--- config.mk ---
export PLATFORM = sky130hd
export DESIGN_NAME = sync_fifo_mc
export DESIGN_NICKNAME = d
export VERILOG_FILES = /design/src/rtl/sync_fifo_mc.sv
export SDC_FILE = /design/constraint.sdc
export NUM_CORES = 1
export LEC_CHECK = 0
export BUFFER_PORTS_ARGS = -buffer_cell sky130_fd_sc_hd__buf_2
export CAP_MARGIN = 20
export CORE_AREA = 2 2 148 150
export CTS_CLUSTER_DIAMETER = 120
export DETAILED_ROUTE_END_ITERATION = 6
export DIE_AREA = 0 0 150 152
export PLACE_DENSITY = 0.78
export SYNTH_ARGS = -nofsm -noshare
export SYNTH_HDL_FRONTEND = slang
export SYNTH_SLANG_ARGS = --single-unit
export TNS_END_PERCENT = 50
--- constraint.sdc ---
create_clock -name clk -period 3.7 [get_ports clk]
set_input_delay 0.37 -clock clk [delete_from_list [all_inputs] [get_ports clk]]
set_output_delay 0.37 -clock clk [all_outputs]
set_load 0.03 [all_outputs]
--- src/rtl/sync_fifo_mc.sv ---
// rtl/sync_fifo_mc.sv - multi-channel synchronous FIFO sharing one memory array
//
// NUM_CH independent circular queues, each CH_DEPTH words, stored in a single
// NUM_CH*CH_DEPTH word memory. Channel k owns words k*CH_DEPTH .. k*CH_DEPTH+CH_DEPTH-1.
// One write and one read can be accepted every cycle, on any channels.
//
// Optional feature macro: SYNC_FIFO_MC_ERR_EN
//   defined     : wr_err / rd_err are sticky flags set by any rejected request
//   not defined : wr_err / rd_err are tied to 0
//
// Ports:
//   clk       clock, all logic on rising edge
//   reset_n   asynchronous active-low reset
//   wr_en     write request
//   wr_ch     write channel
//   wr_data   write data
//   rd_en     read request
//   rd_ch     read channel
//   rd_data   read data, registered, holds between accepted reads
//   rd_valid  rd_data was updated by the most recent edge
//   full      per-channel full
//   empty     per-channel empty
//   count     per-channel occupancy, channel k at [k*(CH_AW+1) +: CH_AW+1]
//   wr_err    sticky write-rejected flag
//   rd_err    sticky read-rejected flag

`ifndef FIFO_DEPTH
`define FIFO_DEPTH 8
`endif
`ifndef DATA_WIDTH
`define DATA_WIDTH 8
`endif

module sync_fifo_mc #(
   parameter  int NUM_CH     = 4,
   parameter  int CH_DEPTH   = `FIFO_DEPTH,
   parameter  int DATA_WIDTH = `DATA_WIDTH,
   localparam int CH_AW      = $clog2(CH_DEPTH),
   localparam int CH_W       = $clog2(NUM_CH)
) (
   input  logic                        clk,
   input  logic                        reset_n,
   input  logic                        wr_en,
   input  logic [CH_W-1:0]             wr_ch,
   input  logic [DATA_WIDTH-1:0]       wr_data,
   input  logic                        rd_en,
   input  logic [CH_W-1:0]             rd_ch,
   output logic [DATA_WIDTH-1:0]       rd_data,
   output logic                        rd_valid,
   output logic [NUM_CH-1:0]           full,
   output logic [NUM_CH-1:0]           empty,
   output logic [NUM_CH*(CH_AW+1)-1:0] count,
   output logic                        wr_err,
   output logic                        rd_err
);

   localparam int             CW       = CH_AW + 1;
   localparam logic [CH_W:0]  NUM_CH_V = (CH_W + 1)'(NUM_CH);

   // Pointers carry one extra wrap bit so full and empty can be told apart.
   logic [CH_AW:0]          wptr [NUM_CH];
   logic [CH_AW:0]          rptr [NUM_CH];
   logic [DATA_WIDTH-1:0]   mem  [NUM_CH*CH_DEPTH];

   logic                    wr_ch_ok;
   logic                    rd_ch_ok;
   logic                    wr_ok;
   logic                    rd_ok;
   logic [CH_W+CH_AW-1:0]   waddr;
   logic [CH_W+CH_AW-1:0]   raddr;

   // Status is decoded from registered pointers only.
   always_comb begin
      empty = '0;
      full  = '0;
      count = '0;
      for (int k = 0; k < NUM_CH; k++) begin
         empty[k]          = (wptr[k] == rptr[k]);
         full[k]           = (wptr[k][CH_AW] != rptr[k][CH_AW]) &&
                             (wptr[k][CH_AW-1:0] == rptr[k][CH_AW-1:0]);
         count[k*CW +: CW] = wptr[k] - rptr[k];
      end
   end

   // Acceptance looks at the flags from the start of the cycle, so a same-cycle
   // write never makes an empty channel readable and a same-cycle read never
   // frees room in a full channel.
   assign wr_ch_ok = ({1'b0, wr_ch} < NUM_CH_V);
   assign rd_ch_ok = ({1'b0, rd_ch} < NUM_CH_V);
   assign wr_ok    = wr_en && wr_ch_ok && !full[wr_ch];
   assign rd_ok    = rd_en && rd_ch_ok && !empty[rd_ch];

   // Channel region base is ch*CH_DEPTH; with CH_DEPTH a power of two this is
   // just the channel number above the in-channel offset.
   assign waddr = {wr_ch, wptr[wr_ch][CH_AW-1:0]};
   assign raddr = {rd_ch, rptr[rd_ch][CH_AW-1:0]};

   // Storage is not reset.
   always_ff @(posedge clk) begin
      if (wr_ok) begin
         mem[waddr] <= wr_data;
      end
   end

   always_ff @(posedge clk or negedge reset_n) begin
      if (!reset_n) begin
         for (int k = 0; k < NUM_CH; k++) begin
            wptr[k] <= '0;
            rptr[k] <= '0;
         end
         rd_data  <= '0;
         rd_valid <= 1'b0;
      end else begin
         for (int k = 0; k < NUM_CH; k++) begin
            if (wr_ok && (int'(wr_ch) == k)) begin
               wptr[k] <= wptr[k] + 1'b1;
            end
            if (rd_ok && (int'(rd_ch) == k)) begin
               rptr[k] <= rptr[k] + 1'b1;
            end
         end
         rd_valid <= rd_ok;
         if (rd_ok) begin
            rd_data <= mem[raddr];
         end
      end
   end

`ifdef SYNC_FIFO_MC_ERR_EN
   always_ff @(posedge clk or negedge reset_n) begin
      if (!reset_n) begin
         wr_err <= 1'b0;
         rd_err <= 1'b0;
      end else begin
         if (wr_en && !wr_ok) begin
            wr_err <= 1'b1;
         end
         if (rd_en && !rd_ok) begin
            rd_err <= 1'b1;
         end
      end
   end
`else
   assign wr_err = 1'b0;
   assign rd_err = 1'b0;
`endif

endmodule
==> flow_metrics.tcl, run 1 <==
set metrics [dict create \
    arrival_ns 3.53 \
    fin_crit_ns 3.368 \
    clockBufferDepth 3 \
    swShare_pct 37.41 \
    worstSkewPairLatency_ns 0.54 \
    slowest_delay_ns 0.64 \
    synth_largest_area_cell "edfxtp_1" \
    setup_viol 0 \
    ant_nets 0 \
    grt-ovfl-total 0 \
    drv_slew 0 \
    hold_viol 11 \
    layout_commonest_cell "edfxtp_1" \
    synthArstFlopShare_pct 13.80 \
    synth_edf_count 256 \
    synth_top_area_share_pct 60.72 \
    final_cell_mix "edfxtp_1 (256), mux2i_1 (96), buf_2 (48)" \
    viasPerCell 6.233 \
    areaGrowthSynthToFinish_pct 10.48 \
    final_util_pct 65.51 \
    synth_cells 772 \
    grt_usage_pct 25.27 \
    wl_per_cell_um 24.89 \
    io_pins 51 \
    cts_tree "yes" \
    rsz0062_at_grt "no" \
    cpMaxStageDelayCell "nor2_1" \
    slew_headroom_pct 33.77 \
    worst-path-max-fanout 8 \
    dp_hpwl_um 18540 \
    cp-end-kind "register" \
    maxCapViolCount 0 \
    grt_start_max_net_pins 43 \
    start_util_pct 59.30 \
    netlist_top_cells_area "edfxtp_1 (61%), dfrtp_1 (8.1%), mux2i_1 (7.7%)" \
    drtPass1Iterations 5 \
    worst_pin_slew_ns 0.9935 \
    first_global_vias 7275 \
    status "finished with violations" \
    place_congestion 0.9321 \
    core-area_um2 21350 \
    p_leak_nw 5.119 \
    ys_ff_latch 297 \
    p_seq_share_pct 37.7 \
    final_layout_size_suffix_gt1_share_pct 17.47 \
    wirelength_um 28060 \
    ys_dominant_reg_cell "edfxtp_1" \
    synth.distinct_cells 46 \
    required_ns 3.87 \
    violations "negative hold slack" \
    power.internal_mw 7.180 \
    preCtsSetupSlack_ns 0.3825 \
    placed_cells 1077 \
    num_vias 7025 \
    cp-start-kind "register" \
    cts-resized-gates 0 \
    cts_max_level 1 \
    avgSynthCellArea_um2 16.40 \
    crit_chain "inv_1 -> ha_1 -> nand3_1 -> nor3_1 -> o21ai_0 -> o2111ai_1 -> nand2b_1 -> nor2_1" \
    num_antenna_cells 0 \
    power.share.clock_pct 23.6 \
    critPathKind "reg -> reg" \
    synth_warnings 0 \
    clock_sinks 297 \
    post_cts_buffers 0 \
    row_count 54 \
    power.switching_mw 4.292 \
    drc_errors 0 \
    cts_hold_buffers 0 \
    dieArea_um2 22800 \
    post-route-period-util_pct 91.04 \
    p_per_area_nw_per_um2 820.2 \
    fin_cells 1127 \
    whs_ns -0.01724 \
    portBuffers 48 \
    comb_power_share_pct 38.8 \
    finalSetupTns_ns 0 \
    clk_pin_slew_ns 0.06 \
    min_path_type "in -> async" \
    cts_buffers 28 \
    grt_pass1_wl_um 42860 \
    vdd.ir_drop.worst_mv 1.034 \
    max_freq_mhz 296.9 \
    r2r_cells 8 \
    worst_slack_ns 0.3316 \
    finalClockSkew_ns 0.01535 \
    cts_root_buf "clkbuf_16" \
    drt-initial-drc-count 628 \
    grt_antenna_before_repair 0 \
    netlist_area_um2 12660 \
    die_w_um 150 \
    ys_seq_area_share_pct 68.82 \
    layout.nets 867 \
    fp.dieH_um 152 \
]
synthesized netlist by cell type, types with 2 or more instances:
master      n
a221oi_1   14
mux2i_1    97
buf_2      12
nand3_1    17
a221oi_2    2
nand4_1     5
buf_6      12
nand3b_1    2
edfxtp_1  256
nor3_1      6
clkbuf_1    7
inv_1      34
o221ai_1   16
and4_1      2
fa_1        4
dfrtp_1    41
xor2_1     11
o22a_1      8
buf_4       3
nand2b_1    4
mux4_2     23
xnor2_1    26
a21o_1      4
nor2b_1     3
nor3b_1     3
a21oi_1    21
nand2_1    26
nor2_1     38
o21ai_0    11
o21ai_1    10
mux2_2     20
ha_1       20
metal layers:
| layer | vias to the layer above | global-route usage [%] | part of all wire [%] |
|---|---|---|---|
| met3 | 74 | 3.544 | 8.0 |
| met4 | 0 | 8.041 | 3.4 |
| met5 | - | 0 | 0 |
| met1 | 3539 | 34.87 | 39 |
| li1 | 3071 | - | - |
| met2 | 341 | 42.10 | 50 |
worst max-delay path, delay by kind of cell, from the launching register on:
family | cells | cell delay (ns)
AOI/OAI and AO/OA | 2 | 0.76
buffers and inverters | 1 | 0.13
DFF | 1 | 0.49
and+or+nand+nor | 4 | 1.28
adders and majority gates | 1 | 0.32
kinds of logic after synthesis:
kind of cell             Yosys count  share of synthesized area, %
multiplexers                     141                         13.66
other                              1                       0.02962
XOR/XNOR                          37                         2.560
AND/OR/NAND/NOR                  115                         4.437
flip-flops                       297                         68.82
buffers and inverters             69                         2.965
adder cells (fa/ha/maj)           24                         2.609
AO/OA/AOI/OAI                     88                         4.921
state kept, by name (all words and copies together), names as in the netlist:
register	flops
rd_valid	1
wptr	16
rptr	16
mem	256
rd_data	8
path summary, 6_finish.rpt:
check,from,end,slack [ns]
max in group asynchronous,reset_n,wptr[4]$_DFFE_PN0P_,3.08
min in group clk,wr_en,wptr[14]$_DFFE_PN0P_,0.22
hold / removal,reset_n,rd_valid$_DFF_PN0_,-0.02
setup / recovery,rptr[9]$_DFFE_PN0P_,mem[1][4]$_DFFE_PP_,0.33
hold reg to reg,rptr[7]$_DFFE_PN0P_,rptr[7]$_DFFE_PN0P_,0.49
setup reg to reg,rptr[9]$_DFFE_PN0P_,mem[1][4]$_DFFE_PP_,0.33
layout make-up:
class / instances / area [um^2]
clock buffers: 38 / 748.2
multi-input cells: 407 / 3591
flip-flops and latches: 297 / 8713
clock inverters: 12 / 121.4
repair buffers: 59 / 335.3
inverters: 34 / 127.6
well taps: 280 / 350.3
fillers: 1503 / 7363
power groups by stage:
stage,logic (mW),clock network (mW),registers [mW]
after floorplan,3.25,0,4.35
after global placement,4.31,0,4.37
after CTS,4.44,2.74,4.32
after global routing,4.74,2.86,4.35
after detailed placement,4.41,0,4.39
final,4.45,2.70,4.32
stage by stage:
step | cell area [um^2] | total power, mW
6_report | 13990 | 11.47
3_3_place_gp | 13120 | 8.674
2_1_floorplan | 12660 | 7.605
5_1_grt | 13990 | 11.95
4_1_cts | 13990 | 11.50
3_5_place_dp | 13120 | 8.794
No activity file was read; power rests on OpenSTA's default activity.
==> inputs of run 2 (changes only) <==
--- a/config.mk
+++ b/config.mk
@@ -12,6 +12,7 @@
 export DETAILED_ROUTE_END_ITERATION = 6
 export DIE_AREA = 0 0 150 152
 export PLACE_DENSITY = 0.78
+export RECOVER_POWER = 50
 export SYNTH_ARGS = -nofsm -noshare
 export SYNTH_HDL_FRONTEND = slang
 export SYNTH_SLANG_ARGS = --single-unit
==> run 2 against run 1 <==
Against the previous run: the flow finishes with violations (max-capacitance violations, max-slew violations); via count grew 0.14%; count of clock-buffer cells in the layout is the same; combinational power is essentially flat; non-clock buffer count is the same; maximum frequency grew 0.18%; die area is the same; register-to-register slack is essentially flat; power shrank 0.12%; global-route usage is the same; clock skew shrank 0.00083 ns; clock power is essentially flat; first-iteration DRC count grew 17%; critical endpoint is now mem[13][7]$_DFFE_PP_; largest cell class unchanged; highest routed layer unchanged.
==> flow_metrics.tcl, run 2 (synthesis results as in run 1) <==
set metrics [dict create \
    post-route-period-util_pct 90.87 \
    layout_commonest_cell "edfxtp_1" \
    cts_tree "yes" \
    swShare_pct 37.45 \
    p_per_area_nw_per_um2 820.6 \
    layout.nets 867 \
    hold_viol 0 \
    fin_cells 1127 \
    grt_start_max_net_pins 43 \
    die_w_um 150 \
    wl_per_cell_um 25.07 \
    maxCapViolCount 9 \
    placed_cells 1077 \
    num_vias 7035 \
    cts_max_level 1 \
    drt-initial-drc-count 734 \
    power.share.clock_pct 23.6 \
    final_cell_mix "edfxtp_1 (256), mux2i_1 (96), dfrtp_1 (41)" \
    dieArea_um2 22800 \
    power.switching_mw 4.292 \
    fp.dieH_um 152 \
    row_count 54 \
    finalSetupTns_ns 0 \
    largest-register "mem" \
    crit_chain "inv_1 -> ha_1 -> nand3_1 -> nor3_1 -> o21ai_0 -> o2111ai_1 -> nand2b_1 -> nor2_1" \
    min_path_type "in -> reg" \
    slowest_delay_ns 0.65 \
    cts_root_buf "clkbuf_16" \
    clk_pin_slew_ns 0.06 \
    comb_power_share_pct 38.6 \
    portBuffers 48 \
    fin_crit_ns 3.362 \
    dp_hpwl_um 18540 \
    seqCellArea_um2 8713 \
    p_leak_nw 5.072 \
    wirelength_um 28250 \
    setup_viol 0 \
    grt_pass1_wl_um 42860 \
    place_congestion 0.9321 \
    ant_nets 0 \
    vdd.ir_drop.worst_mv 1.034 \
    power_mw 11.46 \
    p_seq_share_pct 37.8 \
    whs_ns 0.2160 \
    finalClockSkew_ns 0.01452 \
    fillers 1512 \
    cts_buffers 28 \
    drv_slew 306 \
    largest_reg_flops 256 \
    final_layout_size_suffix_gt1_share_pct 15.35 \
    min_delay_path_depth 3 \
    first_global_vias 7275 \
    drtPass1Iterations 5 \
    drc_errors 0 \
    path_depth 8 \
    critPathKind "reg -> reg" \
    r2r_cells 8 \
    num_antenna_cells 0 \
    worstSkewPairLatency_ns 0.54 \
    grt-ovfl-total 0 \
    cp-start-kind "register" \
    cts_hold_buffers 0 \
    slew_headroom_pct -60.50 \
    multiInputGateArea_um2 3591 \
    start_util_pct 59.30 \
    cp_num_buf_inv 1 \
    grt_usage_pct 25.27 \
    post_cts_buffers 0 \
    cpMaxStageDelayCell "nor2_1" \
    io_pins 51 \
    required_ns 3.87 \
    clock_sinks 297 \
    grt_antenna_before_repair 0 \
    core-area_um2 21350 \
    status "finished with violations" \
    path_delay_family "simple AND/OR/NAND/NOR gates" \
    cts-resized-gates 0 \
    viasPerCell 6.242 \
    clockBufferDepth 3 \
    max_freq_mhz 297.4 \
    cp-end-kind "register" \
    arrival_ns 3.53 \
    violations "max-capacitance violations, max-slew violations" \
    worst-path-max-fanout 8 \
    rsz0062_at_grt "no" \
    areaGrowthSynthToFinish_pct 10.30 \
    power.internal_mw 7.167 \
    worst_pin_slew_ns 2.408 \
    reg.largest.list "mem (256), rptr (16), wptr (16)" \
]
==> run 2: cell types whose count changed in the layout (fill, tap and decap cells not counted), sizes merged <==
cell	change
buf	-18
clkbuf	+18
==> run 2: final cells by class <==
type	count	share of cell area, %
flip-flops and latches	297	62.40
multi-input cells	407	25.71
clock buffers	38	5.358
well taps	280	2.509
repair buffers	59	2.240
inverters	34	0.9139
clock inverters	12	0.8691
==> run 2: power groups by stage <==
stage / logic, mW / registers [mW] / clock network, mW
6_report: 4.43 / 4.33 / 2.70
5_1_grt: 4.72 / 4.36 / 2.86
4_1_cts: 4.44 / 4.32 / 2.74
3_5_place_dp: 4.41 / 4.39 / 0
3_3_place_gp: 4.31 / 4.37 / 0
2_1_floorplan: 3.25 / 4.35 / 0
==> run 2: worst paths after layout <==
| path | slack [ns] | end | from |
|---|---|---|---|
| min | 0.22 | wptr[14]$_DFFE_PN0P_ | wr_en |
| min reg2reg | 0.49 | rptr[7]$_DFFE_PN0P_ | rptr[7]$_DFFE_PN0P_ |
| max | 0.34 | mem[13][7]$_DFFE_PP_ | rptr[9]$_DFFE_PN0P_ |
| max reg2reg | 0.34 | mem[13][7]$_DFFE_PP_ | rptr[9]$_DFFE_PN0P_ |
| max in group asynchronous | 1.74 | wptr[4]$_DFFE_PN0P_ | reset_n |
| min in group asynchronous | 0.55 | rd_valid$_DFF_PN0_ | reset_n |
==> run 2: routing by layer <==
metal | vias to the layer above | track usage (%) | wire (um)
met4 | 0 | 8.041 | 918
met2 | 344 | 42.10 | 14100
met3 | 71 | 3.544 | 2228
met1 | 3547 | 34.87 | 11000
li1 | 3073 | - | -
met5 | - | 0 | 0
==> run 2: stage by stage <==
step | utilization (%) | instance area (um^2) | setup slack, ns
after detailed placement | 61.44 | 13120 | 0.3825
after global placement | 61.44 | 13120 | 0.5345
after global routing | 65.41 | 13960 | 0.1862
final | 65.41 | 13960 | 0.3376
after CTS | 65.51 | 13990 | 0.3901
after floorplan | - | 12660 | 1.002
==> run 2: worst reg2reg max path, cell delays in order (launching register included) <==
cell	delay (ns)
dfrtp_1	0.49
inv_1	0.13
ha_1	0.32
nand3_1	0.11
nor3_1	0.05
o21ai_0	0.43
o2111ai_1	0.35
nand2b_1	0.47
nor2_1	0.65
==> inputs of run 3 (changes only) <==
--- a/config.mk
+++ b/config.mk
@@ -5,13 +5,14 @@
 export SDC_FILE = /design/constraint.sdc
 export NUM_CORES = 1
 export LEC_CHECK = 0
+export ABC_AREA = 1
 export BUFFER_PORTS_ARGS = -buffer_cell sky130_fd_sc_hd__buf_2
 export CAP_MARGIN = 20
-export CORE_AREA = 2 2 148 150
+export CORE_AREA = 2 2 179 181
 export CTS_CLUSTER_DIAMETER = 120
 export DETAILED_ROUTE_END_ITERATION = 6
-export DIE_AREA = 0 0 150 152
-export PLACE_DENSITY = 0.78
+export DIE_AREA = 0 0 181 183
+export GPL_ROUTABILITY_DRIVEN = 0
 export RECOVER_POWER = 50
 export SYNTH_ARGS = -nofsm -noshare
 export SYNTH_HDL_FRONTEND = slang
==> run 3 against run 2 <==
Against the previous run: the flow finishes with violations (design-rule violations, max-capacitance violations, max-slew violations); final cell count increased by 59%; global-route usage fell by 3.4 points; largest power group unchanged; worst hold slack better by 0.062 ns; count of clock-buffer cells in the layout up 6; final area increased by 13%; first-iteration DRC count increased by 26%; sequential cell count unchanged.
==> flow_metrics.tcl, run 3 <==
set metrics [dict create \
    dieArea_um2 33120 \
    dp_hpwl_um 21950 \
    synth_cells 1312 \
    finalClockSkew_ns 0.01944 \
    largest_reg_flops 256 \
    cts_buffers 34 \
    path_depth 11 \
    grt_antenna_before_repair 0 \
    die_w_um 181 \
    start_util_pct 44.25 \
    drt-initial-drc-count 926 \
    cts_tree "yes" \
    synth_edf_count 256 \
    synth.mux.area_fraction_pct 0 \
    largest-register "mem" \
    max_freq_mhz 307.7 \
    preCtsSetupSlack_ns 0.5119 \
    worstSkewPairLatency_ns 0.52 \
    violations "design-rule violations, max-capacitance violations, max-slew violations" \
    portBuffers 48 \
    critPathMostFrequentCell "inv_1" \
    layout_commonest_cell "edfxtp_1" \
    grt_pass1_wl_um 54980 \
    r2r-start "rptr[14]$_DFFE_PN0P_" \
    ys_seq_area_share_pct 63.05 \
    worst_pin_slew_ns 2.164 \
    p_per_area_nw_per_um2 779.1 \
    drv_slew 299 \
    cp-endpoint "mem[4][6]$_DFFE_PP_" \
    min_path_type "in -> reg" \
    whs_ns 0.2782 \
    worst-path-max-fanout 11 \
    ant_nets 0 \
    ys_ff_latch 297 \
    cts_max_level 2 \
    worst_slack_ns 0.4496 \
    clock_sinks 297 \
    cp-start-kind "register" \
    viasPerCell 5.276 \
    drc_errors 1 \
    synthArstFlopShare_pct 13.80 \
    wl_per_cell_um 19.87 \
    slew_headroom_pct -44.27 \
    core-area_um2 31230 \
    synth.distinct_cells 33 \
    cp-end-kind "register" \
    final_cell_mix "edfxtp_1 (256), nand3_1 (238), nand2_1 (227)" \
    finalSetupTns_ns 0 \
    synth_warnings 0 \
    status "finished with violations" \
    fp.dieH_um 183 \
    drtPass1Iterations 7 \
    grt_usage_pct 21.84 \
    num_antenna_cells 0 \
    synthAdderAreaFrac_pct 2.390 \
    wirelength_um 35670 \
    vdd.ir_drop.worst_mv 1.060 \
    r2r_cells 11 \
    yosysMostFrequentCell "edfxtp_1" \
    rsz0062_at_grt "no" \
    cpMaxStageDelayCell "nor2_1" \
    synth_largest_area_cell "edfxtp_1" \
    areaGrowthSynthToFinish_pct 13.81 \
    hold_viol 0 \
    row_count 65 \
    netlist_area_um2 13820 \
    critPathKind "reg -> reg" \
    synth_compound_area_share_pct 1.476 \
    num_vias 9470 \
    arrival_ns 3.39 \
    first_global_vias 9244 \
    yosys.area_share.simple_pct 22.68 \
    ys_top_cells_by_count "edfxtp_1 (256), nand3_1 (238), nand2_1 (228)" \
    reg2reg_to "mem[4][6]$_DFFE_PP_" \
    reg.largest.list "mem (256), rptr (16), wptr (16)" \
    cp_num_buf_inv 3 \
    synthXorXnorAreaFrac_pct 2.345 \
    netlist_top_cells_area "edfxtp_1 (56%), nand3_1 (8.6%), dfrtp_1 (7.4%)" \
    avgSynthCellArea_um2 10.53 \
    min_from "wr_ch[1]" \
    final_layout_size_suffix_gt1_share_pct 8.902 \
    grt_start_max_net_pins 105 \
    fin_crit_ns 3.250 \
    clk_pin_slew_ns 0.06 \
    min_delay_path_depth 4 \
    post-route-period-util_pct 87.85 \
    clockBufferDepth 3 \
    crit_chain "inv_1 -> ha_1 -> inv_1 -> nor3_1 -> nand2_1 -> o21ai_0 -> a21oi_1 -> nand2_1 -> inv_1 -> nand4_1 -> nor2_1" \
    setup_viol 0 \
    synth_top_area_share_pct 55.62 \
    io_pins 51 \
    p_leak_nw 6.476 \
    crit_start "rptr[14]$_DFFE_PN0P_" \
    path_delay_family "simple AND/OR/NAND/NOR gates" \
    grt-ovfl-total 0 \
    synth_top_family_by_area "simple AND/OR/NAND/NOR gates" \
    maxCapViolCount 9 \
    cts_root_buf "clkbuf_16" \
    slowest_delay_ns 0.73 \
    ys_dominant_reg_cell "edfxtp_1" \
    regToRegSetupSlack_ns 0.45 \
    layout.nets 1407 \
    required_ns 3.84 \
]
-- run 3: cell types whose count changed after synthesis, moves of 11 or more --
| cell | previous run | this run |
|---|---|---|
| o221ai_1 | 16 | 0 |
| a21oi_1 | 21 | 10 |
| nand3b_1 | 2 | 88 |
| inv_1 | 34 | 200 |
| nand3_1 | 17 | 238 |
| mux4_2 | 23 | 0 |
| mux2_2 | 20 | 0 |
| mux2i_1 | 97 | 0 |
| nor2_1 | 38 | 76 |
| nand2_1 | 26 | 228 |
| a221oi_1 | 14 | 0 |
| buf_2 | 12 | 45 |
-- run 3: how the worst min path moves through the flow --
stage / end
floorplan: rd_data[0]$_DFFE_PN0P_
detailed placement: rptr[11]$_DFFE_PN0P_
CTS: wptr[15]$_DFFE_PN0P_
finish: wptr[14]$_DFFE_PN0P_
global placement: rptr[11]$_DFFE_PN0P_
global route: wptr[14]$_DFFE_PN0P_
-- run 3: power breakdown --
group	internal (mW)	leakage [nW]	total (mW)	switching, mW
combinational	1.35	3.12	4.51	3.16
sequential	3.97	2.78	4.23	0.253
clock	2.19	0.574	3.52	1.33
-- run 3: kinds of logic (layout without fill, tap and decap cells) --
kind of cell	after synthesis	in the layout
other	1	2
buffers and inverters	269	349
AND/OR/NAND/NOR	650	650
AO/OA/AOI/OAI	34	34
adder cells (fa/ha/maj)	24	24
flip-flops	297	297
XOR/XNOR	37	37
-- run 3: layout make-up --
| type | count | area (um^2) |
|---|---|---|
| clock buffer | 44 | 962.2 |
| clock inverter | 18 | 214.0 |
| inverter | 206 | 773.2 |
| multi-input combinational | 747 | 4018 |
| fill | 2886 | 15500 |
| tap | 402 | 503.0 |
| timing repair buffer | 81 | 545.5 |
| sequential | 297 | 8713 |
-- run 3: what timing repair did --
item	CTS	global route
resized for setup	0	0
hold endpoints to repair	0	7
buffers inserted	0	0
hold buffers	0	1
-- run 3: worst register-to-register path, cell delays in order, from the launching register on --
cell	delay [ns]
dfrtp_1	0.38
inv_1	0.12
ha_1	0.28
inv_1	0.09
nor3_1	0.06
nand2_1	0.07
o21ai_0	0.08
a21oi_1	0.13
nand2_1	0.09
inv_1	0.27
nand4_1	0.58
nor2_1	0.73
-- run 3: per-layer routing --
layer / wire, um / share of wire, % / vias to the layer above / GRT usage, %
met5: 0 / 0 / - / 0
met3: 2162 / 6.1 / 67 / 3.336
met4: 894 / 2.5 / 0 / 6.959
li1: - / - / 4481 / -
met1: 16160 / 45 / 4597 / 30.88
met2: 16450 / 46 / 325 / 34.94
-- run 3: stage by stage --
step,std cells,cell area [um^2],utilization [%],power [mW]
final,1795,15730,50.36,12.25
after global routing,1795,15730,50.36,12.91
after CTS,1793,15740,50.41,12.36
after detailed placement,1731,14570,46.65,8.838
after global placement,1731,14570,46.65,8.814
after floorplan,1313,13820,-,7.413
